$ cat config.mk
export PLATFORM = sky130hd
export DESIGN_NAME = map_table_recovery_controller
export DESIGN_NICKNAME = d
export VERILOG_FILES = /design/src/rtl/map_table_recovery_controller.sv
export SDC_FILE = /design/constraint.sdc
export NUM_CORES = 1
export LEC_CHECK = 0
export CELL_PAD_IN_SITES_DETAIL_PLACEMENT = 1
export CELL_PAD_IN_SITES_GLOBAL_PLACEMENT = 1
export CORE_MARGIN = 2
export CORE_UTILIZATION = 26
export CTS_BUF_LIST = sky130_fd_sc_hd__clkbuf_4 sky130_fd_sc_hd__clkbuf_8
export DETAILED_ROUTE_END_ITERATION = 8
export GPL_TIMING_DRIVEN = 0
export HOLD_SLACK_MARGIN = 0.08
export PLACE_DENSITY_LB_ADDON = 0.1
export RECOVER_POWER = 50
export SETUP_SLACK_MARGIN = 0.4
export SYNTH_ARGS = -nofsm -noshare
export SYNTH_HDL_FRONTEND = slang
export SYNTH_SLANG_ARGS = --single-unit
$ cat constraint.sdc
create_clock -name CLK -period 2.2 [get_ports CLK]
set_input_delay 0.22 -clock CLK [delete_from_list [all_inputs] [get_ports CLK]]
set_output_delay 0.22 -clock CLK [all_outputs]
set_load 0.01 [all_outputs]
$ cat src/rtl/map_table_recovery_controller.sv
`default_nettype none
// ============================================================================
// Module      : map_table_recovery_controller
// Description : Branch-mispredict recovery sequencer for the physical
//               register map table and free list. It restores a checkpoint,
//               then walks squashed ROB entries youngest-first. It returns
//               speculated physical registers and, when the restore missed,
//               reverts map entries one by one. It forwards commit-time
//               checkpoint invalidations while idle.
// Revision    : 1.0 - initial release
// ============================================================================
module map_table_recovery_controller #(
  parameter int ROB_INDEX_W = 4,
  parameter int ARCH_TAG_W  = 5,
  parameter int PHYS_TAG_W  = 6,
  parameter int COL_W       = 2
) (
  input  logic                   CLK,
  input  logic                   RST,

  input  logic                   mispredict_valid,
  output logic                   mispredict_ready,
  input  logic [ROB_INDEX_W-1:0] mispredict_ROB_index,
  input  logic [COL_W-1:0]       mispredict_checkpoint_column,
  input  logic [ROB_INDEX_W-1:0] ROB_tail_index,

  input  logic                   commit_checkpoint_valid,
  output logic                   commit_checkpoint_ready,
  input  logic [ROB_INDEX_W-1:0] commit_checkpoint_ROB_index,
  input  logic [COL_W-1:0]       commit_checkpoint_column,

  output logic [ROB_INDEX_W-1:0] ROB_read_index,
  input  logic                   ROB_read_dest_valid,
  input  logic [ARCH_TAG_W-1:0]  ROB_read_dest_arch_reg_tag,
  input  logic [PHYS_TAG_W-1:0]  ROB_read_safe_phys_reg_tag,
  input  logic [PHYS_TAG_W-1:0]  ROB_read_speculated_phys_reg_tag,

  output logic                   revert_valid,
  output logic [ARCH_TAG_W-1:0]  revert_dest_arch_reg_tag,
  output logic [PHYS_TAG_W-1:0]  revert_safe_dest_phys_reg_tag,
  output logic [PHYS_TAG_W-1:0]  revert_speculated_dest_phys_reg_tag,

  output logic                   restore_checkpoint_valid,
  output logic                   restore_checkpoint_speculate_failed,
  output logic [ROB_INDEX_W-1:0] restore_checkpoint_ROB_index,
  output logic [COL_W-1:0]       restore_checkpoint_safe_column,
  input  logic                   restore_checkpoint_success,

  output logic                   free_list_return_valid,
  output logic [PHYS_TAG_W-1:0]  free_list_return_tag,

  output logic                   ROB_tail_rollback_valid,
  output logic [ROB_INDEX_W-1:0] ROB_tail_rollback_index,

  output logic                   dispatch_stall,
  output logic                   recovery_done
);

  localparam logic [1:0] S_IDLE    = 2'd0;
  localparam logic [1:0] S_RESTORE = 2'd1;
  localparam logic [1:0] S_WALK    = 2'd2;
  localparam logic [1:0] S_DONE    = 2'd3;

  logic [1:0]             r_state;
  logic [1:0]             w_next_state;
  logic [ROB_INDEX_W-1:0] r_br_idx;
  logic [COL_W-1:0]       r_col;
  logic [ROB_INDEX_W-1:0] r_walk_ptr;
  logic [ROB_INDEX_W-1:0] r_stop_idx;
  logic                   r_revert_mode;

  // State register; reset abandons any recovery in flight.
  always_ff @(posedge CLK or posedge RST) begin
    if (RST) begin
      r_state <= S_IDLE;
    end else begin
      r_state <= w_next_state;
    end
  end

  // Next-state: the walk ends on the entry just above the branch, or is
  // skipped entirely when the branch is the youngest ROB entry.
  always_comb begin
    w_next_state = r_state;
    case (r_state)
      S_IDLE:    if (mispredict_valid) w_next_state = S_RESTORE;
      S_RESTORE: w_next_state = (r_walk_ptr == r_br_idx) ? S_DONE : S_WALK;
      S_WALK:    if (r_walk_ptr == r_stop_idx) w_next_state = S_DONE;
      S_DONE:    w_next_state = S_IDLE;
      default:   w_next_state = S_IDLE;
    endcase
  end

  // Recovery context: latched on accept, walk pointer steps down mod 2^W.
  always_ff @(posedge CLK or posedge RST) begin
    if (RST) begin
      r_br_idx      <= '0;
      r_col         <= '0;
      r_walk_ptr    <= '0;
      r_stop_idx    <= '0;
      r_revert_mode <= 1'b0;
    end else begin
      case (r_state)
        S_IDLE: begin
          if (mispredict_valid) begin
            r_br_idx   <= mispredict_ROB_index;
            r_col      <= mispredict_checkpoint_column;
            r_stop_idx <= mispredict_ROB_index + 1'b1;
            r_walk_ptr <= ROB_tail_index - 1'b1;
          end
        end
        S_RESTORE: r_revert_mode <= ~restore_checkpoint_success;
        S_WALK:    r_walk_ptr    <= r_walk_ptr - 1'b1;
        default:   ;
      endcase
    end
  end

  // Outputs; data fields stay zero unless their valid is asserted.
  always_comb begin
    mispredict_ready                    = 1'b0;
    commit_checkpoint_ready             = 1'b0;
    ROB_read_index                      = '0;
    revert_valid                        = 1'b0;
    revert_dest_arch_reg_tag            = '0;
    revert_safe_dest_phys_reg_tag       = '0;
    revert_speculated_dest_phys_reg_tag = '0;
    restore_checkpoint_valid            = 1'b0;
    restore_checkpoint_speculate_failed = 1'b0;
    restore_checkpoint_ROB_index        = '0;
    restore_checkpoint_safe_column      = '0;
    free_list_return_valid              = 1'b0;
    free_list_return_tag                = '0;
    ROB_tail_rollback_valid             = 1'b0;
    ROB_tail_rollback_index             = '0;
    dispatch_stall                      = 1'b0;
    recovery_done                       = 1'b0;
    case (r_state)
      S_IDLE: begin
        mispredict_ready        = 1'b1;
        dispatch_stall          = mispredict_valid;
        // A pending mispredict blocks commit forwarding this cycle.
        commit_checkpoint_ready = ~mispredict_valid;
        if (commit_checkpoint_valid && !mispredict_valid) begin
          restore_checkpoint_valid       = 1'b1;
          restore_checkpoint_ROB_index   = commit_checkpoint_ROB_index;
          restore_checkpoint_safe_column = commit_checkpoint_column;
        end
      end
      S_RESTORE: begin
        dispatch_stall                      = 1'b1;
        restore_checkpoint_valid            = 1'b1;
        restore_checkpoint_speculate_failed = 1'b1;
        restore_checkpoint_ROB_index        = r_br_idx;
        restore_checkpoint_safe_column      = r_col;
      end
      S_WALK: begin
        dispatch_stall = 1'b1;
        ROB_read_index = r_walk_ptr;
        if (ROB_read_dest_valid) begin
          free_list_return_valid = 1'b1;
          free_list_return_tag   = ROB_read_speculated_phys_reg_tag;
          if (r_revert_mode) begin
            revert_valid                        = 1'b1;
            revert_dest_arch_reg_tag            = ROB_read_dest_arch_reg_tag;
            revert_safe_dest_phys_reg_tag       = ROB_read_safe_phys_reg_tag;
            revert_speculated_dest_phys_reg_tag = ROB_read_speculated_phys_reg_tag;
          end
        end
      end
      S_DONE: begin
        dispatch_stall          = 1'b1;
        ROB_tail_rollback_valid = 1'b1;
        ROB_tail_rollback_index = r_stop_idx;
        recovery_done           = 1'b1;
      end
      default: ;
    endcase
  end

endmodule
`default_nettype wire

# Word-level counts from Yosys, hierarchy flattened
# Cells that the tools add are included.
[op_classes]
mux = 35
eq_ne = 7
reduce_logical = 8
n_bitwise = 2
addsub = 3
[op_table]
columns = ["cell", "n"]
rows = [
  ["2-to-1 mux 6 bit", 8],
  ["2-to-1 mux 4 bit", 4],
  ["case mux 4 bit (2 select lines)", 2],
  ["2-to-1 mux 5 bit", 3],
  ["2-to-1 mux 1 bit", 11],
  ["== test 4 bit", 2],
  ["case mux 2 bit (4 select lines)", 1],
  ["subtractor 4 x 1 -> 4 bit, second input constant", 2],
  ["2-to-1 mux 2 bit", 3],
  ["AND reduction 2 bit", 3],
  ["adder 4 x 1 -> 4 bit, second input constant", 1],
  ["== test 2 bit, second input constant", 2],
  ["inequality test 2 bit, second input constant", 2],
  ["case mux 1 bit (2 select lines)", 2],
  ["case mux 2 bit (2 select lines)", 1],
  ["OR reduction 3 bit", 1],
  ["== test 2 x 1 -> 1 bit, second input constant", 1],
  ["zero test 2 bit", 1],
  ["inverter 1 bit", 2],
  ["nonzero test 2 bit", 1],
  ["logical AND 1 bit", 1],
  ["zero test 1 bit", 1],
]
[totals]
reg_bits = 17

# Longest topological paths before layout
# Gate-level depths: netlist of the first run.
[logic_depth]
depth_word = 4
depth_mapped = 9

# Worst setup path after synthesis of the first run
# Ideal clock, no wire load.
[synth_timing]
kind = "flip-flop to flip-flop"
start = "register r_state[0]"
end = "register r_walk_ptr[2]"
n_path_buf = 1
period_less_slack_ns = 2.062
t_required_ns = 2.077
setup_slack_ns = 0.138
arrival_time_ns = 1.939
setup_ns = 0.123
stages_incl_launch_ff = 10
cell_sequence = "dfrtp_1 > inv_1 > ha_1 > clkbuf_1 > and2_2 > a21oi_1 > ha_1 > o32a_1 > o22ai_1 > a21oi_1"
[synth_via]
elab_chain_len = 3
word_cells_on_any_way = 6
cone_classes = "2 x eq/ne; 1 x mux; 3 x reduce/logical"
[synth_rtl]
columns = ["item", "line_no", "source"]
rows = [
  ["start: declaration", "64", "logic [1:0] r_state;"],
  ["start signal: assignment", "77", "r_state <= w_next_state;"],
  ["== test 2 bit or zero test 2 bit (tied branches)", "103", "case (r_state)"],
  ["nonzero test 2 bit (no source line) or inequality test 2 bit (tied branches)", "n/a", ""],
  ["AND reduction 2 bit (no source line)", "n/a", ""],
  ["end signal: assignment", "109", "r_walk_ptr <= ROB_tail_index - 1'b1;"],
  ["end signal: assignment", "113", "S_WALK: r_walk_ptr <= r_walk_ptr - 1'b1;"],
  ["end: declaration", "68", "logic [ROB_INDEX_W-1:0] r_walk_ptr;"],
]
# Several ways; a longest one is shown, not always the timed one.
# A chain may end at the register's enable or synchronous reset.

# Worst setup path in the final report of the first run
[layout_timing]
start = "register r_state[0]"
end = "output restore_checkpoint_valid"
[layout_via]
elab_chain_len = 2
word_cells_on_any_way = 3
cone_classes = "1 x eq/ne; 1 x mux; 1 x reduce/logical"
[layout_rtl]
columns = ["item", "line_no", "source"]
rows = [
  ["== test 2 x 1 -> 1 bit or zero test 2 bit (tied branches)", "138", "case (r_state)"],
  ["case mux 1 bit (2 select lines) *", "138", ""],
  ["end: declaration", "43", "output logic restore_checkpoint_valid,"],
]
# Every way passes the cells marked *; elsewhere a longest branch is shown, timed or not.

==> metrics.md, run 1 <==
| Metric | Value |
|---|---|
| Synth area leaders | dfrtp_1 (31%), and2_1 (12%), nand2_1 (7.4%) |
| CP Launch Type | flip-flop |
| Mapped Avg Cell Area | 8.22 um^2 |
| CORE AREA | 5110 um^2 |
| CTS max path bufs | 2 |
| Net count of the finished layout | 317 |
| Yosys top cell by area | dfrtp_1 |
| # port buffers | 84 |
| Fillers | 601 |
| Initial antenna violation count | 0 |
| Fin crit period | 1.99 ns |
| DR WL/cell | 15.1 um |
| Total Wirelength | 5.12 mm |
| Fmax | 0.501 GHz |
| Most common cell on crit path | inv_1 |
| Area delta synth->final | 88.5% |
| Most frequent cells in the layout | clkdlybuf4s50_1 (38), nand2_1 (27), buf_6 (17) |
| VDD IR max | 0.000442 V |
| GPL Wtd Cong | 0.812 |
| Worst slew margin | 0.534 |
| Clock net sink count | 17 |
| Crit Path Max Fanout | 7 |
| Placed insts | 321 |
| DR iter-0 viols | 22 |
| CTS tree | built |
| Yosys top cell area share | 0.310 |
| Die ar. | 5880 um^2 |
| Site row count | 26 |
| Max Cap Viol | 0 |
| Post-Syn Area | 1370 um^2 |
| Crit path from | r_state[0]$_DFFE_PP0P_ |
| Layout cells sized above 1 | 0.326 |
| ANT nets after route | 0 |
| I/O pins | 85 |
| Worst Tran Pin Value | 0.698 ns |
| CP peak stage delay | 0.36 ns |
| Clock buffer count from CTS | 3 |
| Final Hold Viols | 0 |
| Reg2Reg Setup Slack | 0.29 ns |
| CP required | 1.98 ns |
| CP Capture Type | primary output |
| CTS root buf | clkbuf_8 |
| Routed vias | 1590 |
| Via count of the first global-routing pass | 1663 |
| Fin. max-slew vios | 0 |
| Via/cell ratio | 4.68 |
| Worst hold margin | 0.488 ns |
| Critical path's slowest cell | dfrtp_1 |
| Register area | 427 um^2 |
| Sequential area share after synthesis | 0.310 |
| First-pass GRT wire length | 8.41 mm |
| Global route overflow | 0 |
| Period utilization | 0.907 |
| Synth warn | 0 |
| Arrival @ worst endpoint | 1.77 ns |
| Type of the worst setup path | reg -> out |
| # DRC | 0 |
| Status | complete, no violations |
| Tot Pwr | 2910 uW |
| # diodes | 0 |
| RSZ-0062 raised after global routing | true |
| Pwr Density | 1130 nW/um^2 |
| #FFs+latches synth | 17 |
| Initial DRT Pass Iterations | 4 |
| Skew-Pair Late Insertion Delay | 0.26 ns |
| Commonest non-fill, non-tap cell in the layout | clkdlybuf4s50_1 |
| Worst min path class | in -> reg |
| H-tree Lvls | 1 |
| Clock transition at path regs | 0.07 ns |
| Cell Chain, Critical Path | inv_1, ha_1, buf_6, nand2b_4, inv_1, and2_4, buf_8, or2_1, buf_2 |
| Largest net degree at the start of global routing | 18 |
| RR Startpoint | r_state[1]$_DFFE_PP0P_ |
| Initial Util | 0.269 |
| Post-Syn Instances | 167 |
| DIE WIDTH | 76.7 um |
| Multi-input gate area | 963 um^2 |
| Setup violations, final | 0 |
| Worst Hold Launch | mispredict_checkpoint_column[1] |
| Dpl hpwl | 3.74 mm |
| Vert. Die Dim | 76.7 um |
| Yosys cell types | 37 |
| GRT Overall Usage | 0.179 |
| Leak Pwr | 0.00121 uW |
| Finished Layout Cells | 340 |
| Syn Nets | 213 |
| Skew final | 0.00641 ns |
-- cell usage after synthesis --
| cell | count |
|---|---|
| or4_1 | 1 |
| xor2_2 | 1 |
| a21oi_1 | 9 |
| o21a_1 | 1 |
| inv_1 | 6 |
| and3_1 | 7 |
| buf_2 | 3 |
| nor3_1 | 2 |
| nor3b_1 | 1 |
| o32a_1 | 1 |
| clkbuf_1 | 7 |
| buf_4 | 1 |
| nor2b_1 | 2 |
| nand3_1 | 3 |
| and2_1 | 27 |
| dfrtp_1 | 17 |
| xor2_1 | 7 |
| a22o_1 | 7 |
| o22ai_1 | 1 |
| nand2b_1 | 2 |
| or3_1 | 1 |
| ha_1 | 7 |
| or2_1 | 1 |
| a22oi_1 | 1 |
| xnor2_1 | 2 |
| nor2_1 | 3 |
| mux2i_1 | 1 |
| o41a_2 | 1 |
| o41ai_4 | 1 |
| o21ai_0 | 10 |
| nand2_1 | 27 |
| mux2_2 | 1 |
| a31o_1 | 1 |
| and2_2 | 1 |
| buf_6 | 1 |
| a31oi_1 | 1 |
| o211ai_1 | 1 |
-- critical path, delay by kind of cell (launching register included) --
family | cells | cell delay [ns]
fa+ha+maj | 1 | 0.21
buf+inv | 5 | 0.54
flops | 1 | 0.36
simple gates | 3 | 0.42
-- cell type report --
| class | count | share of cell area |
|---|---|---|
| multi-input combinational | 132 | 0.372 |
| buffer | 12 | 0.0430 |
| inverter | 6 | 0.00967 |
| timing repair buffer | 99 | 0.357 |
| tap | 70 | 0.0338 |
| sequential | 17 | 0.165 |
| clock buffer | 4 | 0.0189 |
-- stage by stage --
step	setup WS, ns	cell area [um^2]	setup TNS (ns)	utilization
floorplan	0.378	1410	0	-
global placement	-0.135	2340	-1.32	0.458
detailed placement	-0.177	2340	-1.45	0.458
CTS	0.246	2500	0	0.489
global route	0.113	2590	0	0.507
finish	0.205	2590	0	0.507
-- cell families after synthesis --
| group | after synthesis | synth area share |
|---|---|---|
| multiplexers | 2 | 0.0155 |
| buffers and inverters | 18 | 0.0602 |
| AO/OA/AOI/OAI | 35 | 0.182 |
| XOR/XNOR | 10 | 0.0693 |
| AND/OR/NAND/NOR | 78 | 0.299 |
| adder cells (fa/ha/maj) | 7 | 0.0638 |
| flip-flops | 17 | 0.310 |
-- power breakdown --
part / switching (uW) / internal [uW]
sequential: 145 / 469
combinational: 975 / 1060
clock: 118 / 141
-- path summary, 6_finish.rpt --
kind / to / cells past startpoint
worst max-delay path: restore_checkpoint_valid / 9
worst min-delay path: r_col[1]$_DFFE_PP0P_ / 3
worst max register to register: r_walk_ptr[2]$_DFFE_PP0P_ / 9
worst min register to register: r_col[1]$_DFFE_PP0P_ / 2
max in group asynchronous: r_state[1]$_DFFE_PP0P_ / 2
min in group asynchronous: r_walk_ptr[1]$_DFFE_PP0P_ / 2
-- layer usage --
metal,wire [um],global-route usage,up-vias
met4,67,0.0600,0
met3,262,0.0306,5
li1,-,-,771
met5,0,0,-
met2,2560,0.306,60
met1,2230,0.229,754
-- state kept, by name, indices dropped and copies added, names as in the netlist --
signal / flops
r_walk_ptr: 4
r_state: 2
r_stop_idx: 4
r_br_idx: 4
r_revert_mode: 1
r_col: 2
-- repair_timing --
| item | in CTS | in global routing |
|---|---|---|
| buffers inserted | 11 | 2 |
| cloned | 1 | 1 |
| endpoints found under the setup margin | 56 | 40 |
| pin swaps | 17 | 6 |
| hold buffers | 0 | 0 |
| gates resized for setup | 157 | 41 |
Note: power is estimated with default switching activity, not from simulation.
==> run 2, diff against run 1 <==
==> constraint.sdc (replaced) <==
create_clock -name CLK -period 2.1 [get_ports CLK]
set_input_delay 0.21 -clock CLK [delete_from_list [all_inputs] [get_ports CLK]]
set_output_delay 0.21 -clock CLK [all_outputs]
set_load 0.01 [all_outputs]
==> run 2 against run 1 <==
  * Setup slack lost 0.078 ns
  * Largest cell class unchanged
  * Sequential share of layout area shrank 0.78 points
  * Highest routed layer unchanged
  * Sequential power grew 4.1%
  * First-iteration DRC count grew 59%
==> metrics.md, run 2 (synthesis gave the netlist of run 1 again) <==
| Metric | Value |
|---|---|
| CP peak stage delay | 0.38 ns |
| CTS tree | built |
| DR iter-0 viols | 35 |
| Area delta synth->final | 97.8% |
| Max Cap Viol | 0 |
| Global route overflow | 0 |
| # port buffers | 84 |
| Arrival @ worst endpoint | 2.11 ns |
| GRT Overall Usage | 0.168 |
| Critical path's slowest cell | dfrtp_1 |
| Via/cell ratio | 4.68 |
| CP required | 2.24 ns |
| Worst Tran Pin Value | 0.688 ns |
| Worst slew margin | 0.541 |
| Status | complete, no violations |
| Commonest non-fill, non-tap cell in the layout | clkdlybuf4s50_1 |
| CP Capture Type | flip-flop |
| Vert. Die Dim | 76.7 um |
| Clock transition at path regs | 0.07 ns |
| Skew-Pair Late Insertion Delay | 0.25 ns |
| Worst min path class | in -> reg |
| Multi-input gate area | 1020 um^2 |
| CORE AREA | 5110 um^2 |
| Crit path from | r_state[0]$_DFFE_PP0P_ |
| Type of the worst setup path | reg -> reg |
| Final WS setup | 0.127 ns |
| Cell Chain, Critical Path | inv_1, ha_4, buf_8, and2_4, a21oi_2, ha_2, o32a_1, o22ai_1, a21oi_1 |
| Clock net sink count | 17 |
| Routed vias | 1632 |
| CTS max path bufs | 2 |
| Worst slack, placed | -0.247 ns |
| ANT nets after route | 0 |
| Biggest regs | r_br_idx (4), r_stop_idx (4), r_walk_ptr (4) |
| DR WL/cell | 15.5 um |
| CTS root buf | clkbuf_8 |
| Total Wirelength | 5.41 mm |
| First-pass GRT wire length | 8.05 mm |
| # diodes | 0 |
| Setup violations, final | 0 |
| Die ar. | 5880 um^2 |
| Initial Util | 0.269 |
| Worst Hold Launch | mispredict_checkpoint_column[0] |
| Largest net degree at the start of global routing | 18 |
| GPL Wtd Cong | 0.814 |
| Site row count | 26 |
| RSZ-0062 raised after global routing | true |
| # DRC | 0 |
| Fin. max-slew vios | 0 |
| Register area | 427 um^2 |
| Dpl hpwl | 3.75 mm |
| Via count of the first global-routing pass | 1557 |
| Crit Path Max Fanout | 7 |
| Initial DRT Pass Iterations | 4 |
| Period utilization | 0.939 |
| Skew final | 0.00799 ns |
| Net count of the finished layout | 326 |
| Initial antenna violation count | 0 |
| Core Util, Final | 0.532 |
| Pwr Density | 1230 nW/um^2 |
| Fillers | 600 |
| Most frequent cells in the layout | clkdlybuf4s50_1 (38), buf_6 (26), nand2_1 (26) |
| Fin crit period | 1.97 ns |
| Layout cells sized above 1 | 0.401 |
| RR Startpoint | r_state[0]$_DFFE_PP0P_ |
| I/O pins | 85 |
| H-tree Lvls | 1 |
| Final Hold Viols | 0 |
| Leak Pwr | 0.00128 uW |
| CP Launch Type | flip-flop |
| VDD IR max | 0.000578 V |
| Clock buffer count from CTS | 3 |
| Fmax | 0.507 GHz |
| DIE WIDTH | 76.7 um |
-- run 2: critical path: cells and delay by family, from the launching register on --
family	cells	cell delay (ns)
AOI/OAI and AO/OA	4	0.57
adders and majority gates	2	0.44
buffers and inverters	2	0.31
DFF	1	0.38
and+or+nand+nor	1	0.14
-- run 2: stage by stage --
step           hold slack, ns  setup TNS [ns]  power [uW]  std cells  instance area [um^2]
2_1_floorplan           0.136               0        1760        167                  1410
3_3_place_gp            0.468           -2.58        2510        321                  2340
3_5_place_dp            0.483           -2.80        2540        321                  2340
4_1_cts                 0.394               0        2880        335                  2400
5_1_grt                 0.499               0        3620        349                  2720
6_report                0.492               0        3350        349                  2720
-- run 2: timing repair --
item | CTS | global route
setup buffers | 10 | 11
setup endpoints to repair | 59 | 39
hold buffers | 0 | 0
pin swaps | 5 | 23
gates cloned | 0 | 3
gates resized for setup | 163 | 83
-- run 2: final cells by class --
cell class / instances / area share
Buffer: 12 / 0.0465
Clock buffer: 4 / 0.0180
Inverter: 6 / 0.0101
Multi-Input combinational cell: 132 / 0.375
Sequential cell: 17 / 0.157
Tap cell: 70 / 0.0323
Timing Repair Buffer: 108 / 0.361
-- run 2: routing by layer --
layer | GRT usage | up-vias | share of wire
li1 | - | 787 | -
met1 | 0.219 | 784 | 0.45
met2 | 0.295 | 59 | 0.51
met3 | 0.0271 | 2 | 0.044
met4 | 0.0327 | 0 | 0.0031
met5 | 0 | - | 0
-- run 2: final timing paths --
| check | depth (start not counted) | slack (ns) | to |
|---|---|---|---|
| max | 9 | 0.13 | r_walk_ptr[2]$_DFFE_PP0P_ |
| min | 3 | 0.49 | r_col[0]$_DFFE_PP0P_ |
| max in group asynchronous | 2 | 1.12 | r_walk_ptr[1]$_DFFE_PP0P_ |
| min in group asynchronous | 2 | 0.50 | r_br_idx[2]$_DFFE_PP0P_ |
| max reg2reg | 9 | 0.13 | r_walk_ptr[2]$_DFFE_PP0P_ |
| min reg2reg | 2 | 0.50 | r_col[0]$_DFFE_PP0P_ |
-- run 2: where the power goes --
| part | switching, uW | internal (uW) |
|---|---|---|
| combinational | 1130 | 1320 |
| clock | 115 | 147 |
| sequential | 148 | 492 |
| total | 1390 | 1960 |
==> run 3, diff against run 2 <==
--- a/config.mk
+++ b/config.mk
@@ -13,7 +13,8 @@
 export DETAILED_ROUTE_END_ITERATION = 8
 export GPL_TIMING_DRIVEN = 0
 export HOLD_SLACK_MARGIN = 0.08
-export PLACE_DENSITY_LB_ADDON = 0.1
+export MAX_ROUTING_LAYER = met4
+export PLACE_DENSITY = 0.81
 export RECOVER_POWER = 50
 export SETUP_SLACK_MARGIN = 0.4
 export SYNTH_ARGS = -nofsm -noshare
==> run 3 against run 2 <==
  * Cell count unchanged
  * Count of clock-buffer cells in the layout down 1
  * Hold slack worse by 0.022 ns
  * Clock power down 2%
  * Flip-flop and latch count unchanged
  * Clock skew down 0.0059 ns
  * Non-clock buffer count unchanged
  * Critical path depth unchanged
  * Global-route usage up 0.93 points
  * Total power down 5.7%
  * Largest power group unchanged
==> metrics.md, run 3 (synthesis gave the netlist of run 1 again) <==
| Metric | Value |
|---|---|
| GPL Wtd Cong | 0.798 |
| CP required | 1.89 ns |
| Via/cell ratio | 4.68 |
| Setup violations, final | 0 |
| Logic gate share of total power | 0.714 |
| Initial antenna violation count | 0 |
| Clock Power Share | 0.082 |
| Clock net sink count | 17 |
| Initial DRT Pass Iterations | 4 |
| Initial Util | 0.269 |
| Most frequent cells in the layout | clkdlybuf4s50_1 (37), nand2_1 (27), buf_6 (21) |
| Register share of total power | 0.204 |
| Arrival @ worst endpoint | 1.69 ns |
| Max Cap Viol | 0 |
| Total Wirelength | 5.15 mm |
| Most common cell on crit path | inv_4 |
| GRT Overall Usage | 0.177 |
| Site row count | 26 |
| Net count of the finished layout | 326 |
| Final WS setup | 0.196 ns |
| Global route overflow | 0 |
| H-tree Lvls | 1 |
| Crit Path Max Fanout | 7 |
| Worst min path class | in -> reg |
| Tot Pwr | 3160 uW |
| CTS max path bufs | 2 |
| Hold_buf cts | 0 |
| Commonest non-fill, non-tap cell in the layout | clkdlybuf4s50_1 |
| Biggest regs | r_br_idx (4), r_stop_idx (4), r_walk_ptr (4) |
| Routed vias | 1634 |
| Fin crit period | 1.90 ns |
| Skew final | 0.00212 ns |
| CP Capture Type | primary output |
| Worst slew margin | 0.548 |
| DIE WIDTH | 76.7 um |
| # DRC | 0 |
| Cell Chain, Critical Path | inv_4, ha_4, buf_6, nand2b_4, inv_4, and2_4, buf_8, or2_1, buf_2 |
| # diodes | 0 |
| Worst Tran Pin Value | 0.677 ns |
| Fillers | 607 |
| Type of the worst setup path | reg -> out |
| Status | complete, no violations |
| Fmax | 0.525 GHz |
| Clock transition at path regs | 0.07 ns |
| DR iter-0 viols | 26 |
| CORE AREA | 5110 um^2 |
| ANT nets after route | 0 |
| Critical path's slowest cell | dfrtp_2 |
| Largest net degree at the start of global routing | 18 |
| CP Launch Type | flip-flop |
| Via count of the first global-routing pass | 1669 |
| Post-route setup TNS | 0 ns |
| VDD IR max | 0.000383 V |
| DR WL/cell | 14.7 um |
| Skew-Pair Late Insertion Delay | 0.26 ns |
| Final Hold Viols | 0 |
| First-pass GRT wire length | 8.27 mm |
| Worst hold margin | 0.470 ns |
| Clock buffer count from CTS | 3 |
| Bufs and invs on worst path | 5 |
| Dpl hpwl | 3.64 mm |
| Die ar. | 5880 um^2 |
| Worst path top cell family by delay | buffers and inverters |
| Internal power | 1810 uW |
| Period utilization | 0.907 |
| Layout cells sized above 1 | 0.401 |
| # port buffers | 84 |
| Leak Pwr | 0.00123 uW |
| Fin. max-slew vios | 0 |
| Pwr Density | 1210 nW/um^2 |
| CTS tree | built |
| Vert. Die Dim | 76.7 um |
| Sw Ratio | 0.426 |
| I/O pins | 85 |
| CP peak stage delay | 0.40 ns |
| Area delta synth->final | 91.0% |
| CTS root buf | clkbuf_8 |
| Worst slack, placed | -0.323 ns |
| RSZ-0062 raised after global routing | true |
| Net Switching | 1350 uW |
run 3: cell types whose count changed in the layout (fill, tap and decap cells not counted), moves of 2 or more:
cell,delta
buf_2,+3
and2_0,+2
dlygate4sd2_1,-3
inv_1,-2
and2_4,-2
clkbuf_1,+2
clkbuf_2,+2
ha_4,-2
buf_6,-5
ha_1,+2
run 3: worst min-delay path, stage by stage:
cell and delay (ns):
clkdlybuf4s50_1 0.39, nand2_1 0.05, nand2_1 0.04
run 3: repair_timing:
action	CTS	global route
pin swaps	6	18
gates cloned	0	2
buffers inserted	12	10
endpoints found under the setup margin	59	45
resized for setup	173	69
run 3: final cells by class:
| class | instances | area [um^2] | area share |
|---|---|---|---|
| Buffer | 12 | 114 | 0.0434 |
| Clock buffer | 3 | 41.3 | 0.0158 |
| Clock inverter | 1 | 5.00 | 0.00191 |
| Inverter | 6 | 30.0 | 0.0115 |
| Multi-Input combinational cell | 132 | 991 | 0.378 |
| Sequential cell | 17 | 427 | 0.163 |
| Tap cell | 70 | 87.6 | 0.0334 |
| Timing Repair Buffer | 108 | 926 | 0.353 |
run 3: metrics by stage:
step | instances | cell area (um^2) | util
2_1_floorplan | 167 | 1410 | -
3_3_place_gp | 321 | 2340 | 0.458
3_5_place_dp | 321 | 2340 | 0.458
4_1_cts | 337 | 2370 | 0.464
5_1_grt | 349 | 2620 | 0.513
6_report | 349 | 2620 | 0.513
run 3: routing by layer:
metal	vias up	part of all wire	GRT usage
li1	786	-	-
met1	774	0.44	0.206
met2	69	0.50	0.311
met3	5	0.054	0.0376
met4	0	0.011	0.0491
met5	-	0	-
run 3: final timing paths:
kind,from,endpoint,slack [ns],cells past startpoint
worst max-delay path,r_state[0]$_DFFE_PP0P_,restore_checkpoint_valid,0.20,9
worst max register to register,r_state[1]$_DFFE_PP0P_,r_walk_ptr[2]$_DFFE_PP0P_,0.23,9
min in group asynchronous,RST,r_walk_ptr[0]$_DFFE_PP0P_,0.48,2
worst min register to register,r_col[0]$_DFFE_PP0P_,r_col[0]$_DFFE_PP0P_,0.49,2
worst min-delay path,mispredict_checkpoint_column[0],r_col[0]$_DFFE_PP0P_,0.47,3
max in group asynchronous,RST,r_state[0]$_DFFE_PP0P_,1.14,2
run 3: power groups by stage:
stage | clock network [uW] | registers [uW] | logic [uW]
after CTS | 262 | 642 | 1950
after floorplan | 0 | 607 | 1160
after detailed placement | 0 | 660 | 1860
after global placement | 0 | 653 | 1840
after global routing | 279 | 671 | 2480
final | 258 | 645 | 2260
